==> config.mk <==
export PLATFORM = sky130hd
export DESIGN_NAME = counter_mod10
export DESIGN_NICKNAME = d
export VERILOG_FILES = /design/src/rtl/counter_mod10.sv
export SDC_FILE = /design/constraint.sdc
export NUM_CORES = 1
export LEC_CHECK = 0
export ABC_AREA = 1
export CAP_MARGIN = 0
export CELL_PAD_IN_SITES_DETAIL_PLACEMENT = 0
export CELL_PAD_IN_SITES_GLOBAL_PLACEMENT = 2
export CORE_UTILIZATION = 19
export DETAILED_ROUTE_END_ITERATION = 7
export GPL_TIMING_DRIVEN = 0
export PLACE_DENSITY = 0.71
export SLEW_MARGIN = 0
export SYNTH_ARGS = -nofsm -noshare
export SYNTH_HDL_FRONTEND = slang
export SYNTH_SLANG_ARGS = --single-unit
==> constraint.sdc <==
create_clock -name clk -period 1.3 [get_ports clk]
set_input_delay 0.26 -clock clk [delete_from_list [all_inputs] [get_ports clk]]
set_output_delay 0.26 -clock clk [all_outputs]
set_load 0.05 [all_outputs]
==> src/rtl/counter_mod10.sv <==
// One BCD digit of the countdown timer: loadable, enabled mod-10 down-counter with borrow (tc) and empty (zero) flags.
// Optional feature: define COUNTER_MOD10_LOAD_ERR_EN to add the registered load_err output flagging out-of-range loads.
module counter_mod10 #(
  parameter int unsigned RESET_VAL = 0
) (
  input  logic       clk,
  input  logic       clr,
  input  logic [3:0] data,
  input  logic       loadn,
  input  logic       en,
`ifdef COUNTER_MOD10_LOAD_ERR_EN
  output logic       load_err,
`endif
  output logic [3:0] ones,
  output logic       tc,
  output logic       zero
);

  if (RESET_VAL > 9) begin : g_bad_reset_val
    $error("counter_mod10: RESET_VAL must be 0..9");
  end

  localparam logic [3:0] RESET_ONES = 4'(RESET_VAL);

  // Out-of-range BCD load values saturate to the top digit.
  function automatic logic [3:0] clamp_bcd(input logic [3:0] v);
    return (v > 4'd9) ? 4'd9 : v;
  endfunction

  logic [3:0] ones_d, ones_q;

  always_comb begin
    ones_d = ones_q;
    if (clr) begin
      ones_d = RESET_ONES;
    end else if (!loadn) begin
      ones_d = clamp_bcd(data);
    end else if (en) begin
      ones_d = (ones_q == 4'd0) ? 4'd9 : ones_q - 4'd1;
    end
  end

  always_ff @(posedge clk) begin
    ones_q <= ones_d;
  end

  assign ones = ones_q;
  assign zero = (ones_q == 4'd0);
  // Borrow only when this edge actually performs the 0->9 wrap.
  assign tc   = en & zero & loadn & ~clr;

`ifdef COUNTER_MOD10_LOAD_ERR_EN
  logic load_err_d, load_err_q;

  always_comb begin
    load_err_d = 1'b0;
    if (!clr && !loadn && (data > 4'd9)) begin
      load_err_d = 1'b1;
    end
  end

  always_ff @(posedge clk) begin
    load_err_q <= load_err_d;
  end

  assign load_err = load_err_q;
`endif

endmodule

==> results.py <==
metrics = {
    "place": {
        "place.port_buffers": 12,
        "place_congestion": 0.6728,
        "dp_hpwl_um": 602,
        "placed_area_um2": 483.0,
    },
    "clock_tree": {
        "insertion_delay_ps": 230,
        "clk_path_buf_depth": 2,
        "cts.sinks": 4,
        "path_clk_slew_ps": 40,
        "root_buffer": "clkbuf_4",
        "cts_htree_levels": 1,
        "tritoncts": "yes",
        "cts_buffers": 3,
        "hold_buffers": 0,
    },
    "synthesis": {
        "synth_area_per_cell_um2": 6.582,
        "yosysSeqAreaShare": 0.2645,
        "synth_cell_type_count": 18,
        "yosys_warnings": 0,
        "syn_nets": 54,
        "ys_ff_latch": 4,
        "synthCells": 46,
        "synth_area_um2": 302.8,
    },
    "die": {
        "pin_count": 14,
        "row_count": 14,
        "core_area_mm2": 0.001489,
        "dieArea_mm2": 0.001757,
        "die_w_um": 41.92,
        "start_util": 0.2034,
        "dieHeight_um": 41.92,
    },
    "hold_path": {
        "hold_class": "in -> reg",
    },
    "cells_and_area": {
        "fill_cells": 159,
        "final_common_cell": "nand2_1",
        "syn2layout_area_growth_pct": 80.58,
        "diodes": 0,
        "final_cell_mix": "14 x nand2_1, 5 x clkdlybuf4s50_1, 4 x a21oi_1, 4 x dfxtp_4, 4 x buf_4",
        "final_nets": 75,
        "largest_register_ffs": 4,
        "drive_gt1_frac": 0.4308,
        "fin_area_um2": 546.8,
    },
    "grt": {
        "grt_pass1_wl_um": 1421,
        "grt_max_degree": 9,
        "grt-ovfl-total": 0,
        "grt_use_total": 0.1072,
        "antenna_found_initial": 0,
        "grt_pass1_vias": 329,
    },
    "drt": {
        "met2RoutedLength_um": 368,
        "routed.top_layer": "met3",
        "met3_length_um": 46,
        "wirelength_um": 799,
        "drt-wirelength-per-cell_um": 9.864,
        "vias": 348,
        "viasPerCell": 4.296,
        "drc": 0,
        "drtIter0Drc": 0,
        "dr.pass1.iters": 1,
        "wl_met1_um": 384,
        "ant_nets": 0,
    },
    "sta": {
        "setup-violations-final": 3,
        "min_period_ps": 1453,
        "final_max_slew_viol_count": 0,
        "grt_setup_unrepaired": "true",
        "slew_headroom": 0.6790,
        "worst_slew_pin_slew_ps": 483.5,
        "hold_viol": 0,
        "timing.fmax_ghz": 0.6884,
        "skew_ps": 1.984,
        "worst_slack_ps": -152.6,
        "period_share": 1.117,
    },
    "pwr": {
        "cellPowerDensity_mw_per_mm2": 999.6,
        "ir_drop_mv": 0.7201,
        "finalPower_mw": 0.5466,
        "p_leak_nw": 0.2485,
    },
    "critical_path": {
        "required_ps": 1040,
        "end_kind": "primary output",
        "critical_path_class": "reg -> out",
        "crit_fanout": 3,
        "cp.arrival_ps": 1190,
        "cp-start-kind": "flop",
    },
    "status": {
        "status": "finished, violations left",
        "violations": "negative setup slack",
    },
    "flow_run": {
        "max-cap-violations": 0,
    },
}
-- kinds of logic after synthesis --
family	share of synthesized area
DFF	0.2645
AOI/OAI and AO/OA	0.1942
and+or+nand+nor	0.4008
buffers and inverters	0.1405
-- critical path: stages, from the launching register on --
cell and delay (ps):
dfxtp_4 350, nor2_4 130, nand2_4 70, nor4_4 210, buf_6 190
-- cell type report --
type	instances	area (um^2)	area share
tap	16	20.02	0.03661
sequential	4	95.09	0.1739
inverter	7	31.28	0.05721
clock buffer	3	22.52	0.04119
buffer	1	11.26	0.02059
multi-input combinational	34	215.2	0.3936
timing repair buffer	16	151.4	0.2769
-- timing repair --
item,4_1_cts,5_1_grt
setup endpoints to repair,6,3
resized for setup,29,2
setup buffers,3,1
pin swaps,1,0
-- final timing paths --
check / cells past startpoint / slack, ps / endpoint / from
worst max-delay path: 4 / -150 / tc / ones[0]
worst min-delay path: 3 / 330 / ones[2] / loadn
worst max register to register: 6 / 290 / ones[3] / ones[0]
worst min register to register: 2 / 520 / ones[3] / ones[3]
-- where the power goes --
group | total, mW | switching [mW] | internal (mW) | leakage, nW
combinational | 0.247 | 0.146 | 0.101 | 0.199
clock | 0.149 | 0.0459 | 0.103 | 0.0138
sequential | 0.151 | 0.0163 | 0.135 | 0.0356
-- through the flow --
stage                     TNS (ps)  worst slack [ps]  cells  utilization  hold slack [ps]
after floorplan             -187.5            -187.5     46            -            313.3
after global placement       -1934            -994.2     74       0.3244            517.3
after global routing        -419.4            -201.8     81       0.3672            345.6
after detailed placement     -1911            -985.4     74       0.3244            512.8
after CTS                   -331.6            -163.3     80       0.3664            323.3
final                       -310.7            -152.6     81       0.3672            327.5
-- synthesized netlist by cell type --
cell type	n	area share
a21oi_2	1	0.029
o21ai_1	1	0.017
o21ai_0	2	0.033
inv_2	2	0.025
nor2_8	1	0.066
o211ai_1	1	0.025
buf_6	1	0.037
a21oi_1	4	0.066
o21bai_1	1	0.025
nand2_1	15	0.19
nor2_4	1	0.037
nor4_1	1	0.021
inv_6	1	0.029
nor2_1	3	0.037
nand3_1	2	0.033
nor2_2	1	0.021
dfxtp_1	4	0.26
inv_1	4	0.050
-- routing by layer --
metal / global-route usage / vias up
met1: 0.1467 / 152
met2: 0.1625 / 10
met3: 0.05217 / 0
met5: 0 / -
li1: - / 186
met4: 0 / 0
No activity file was read; power rests on OpenSTA's default activity.
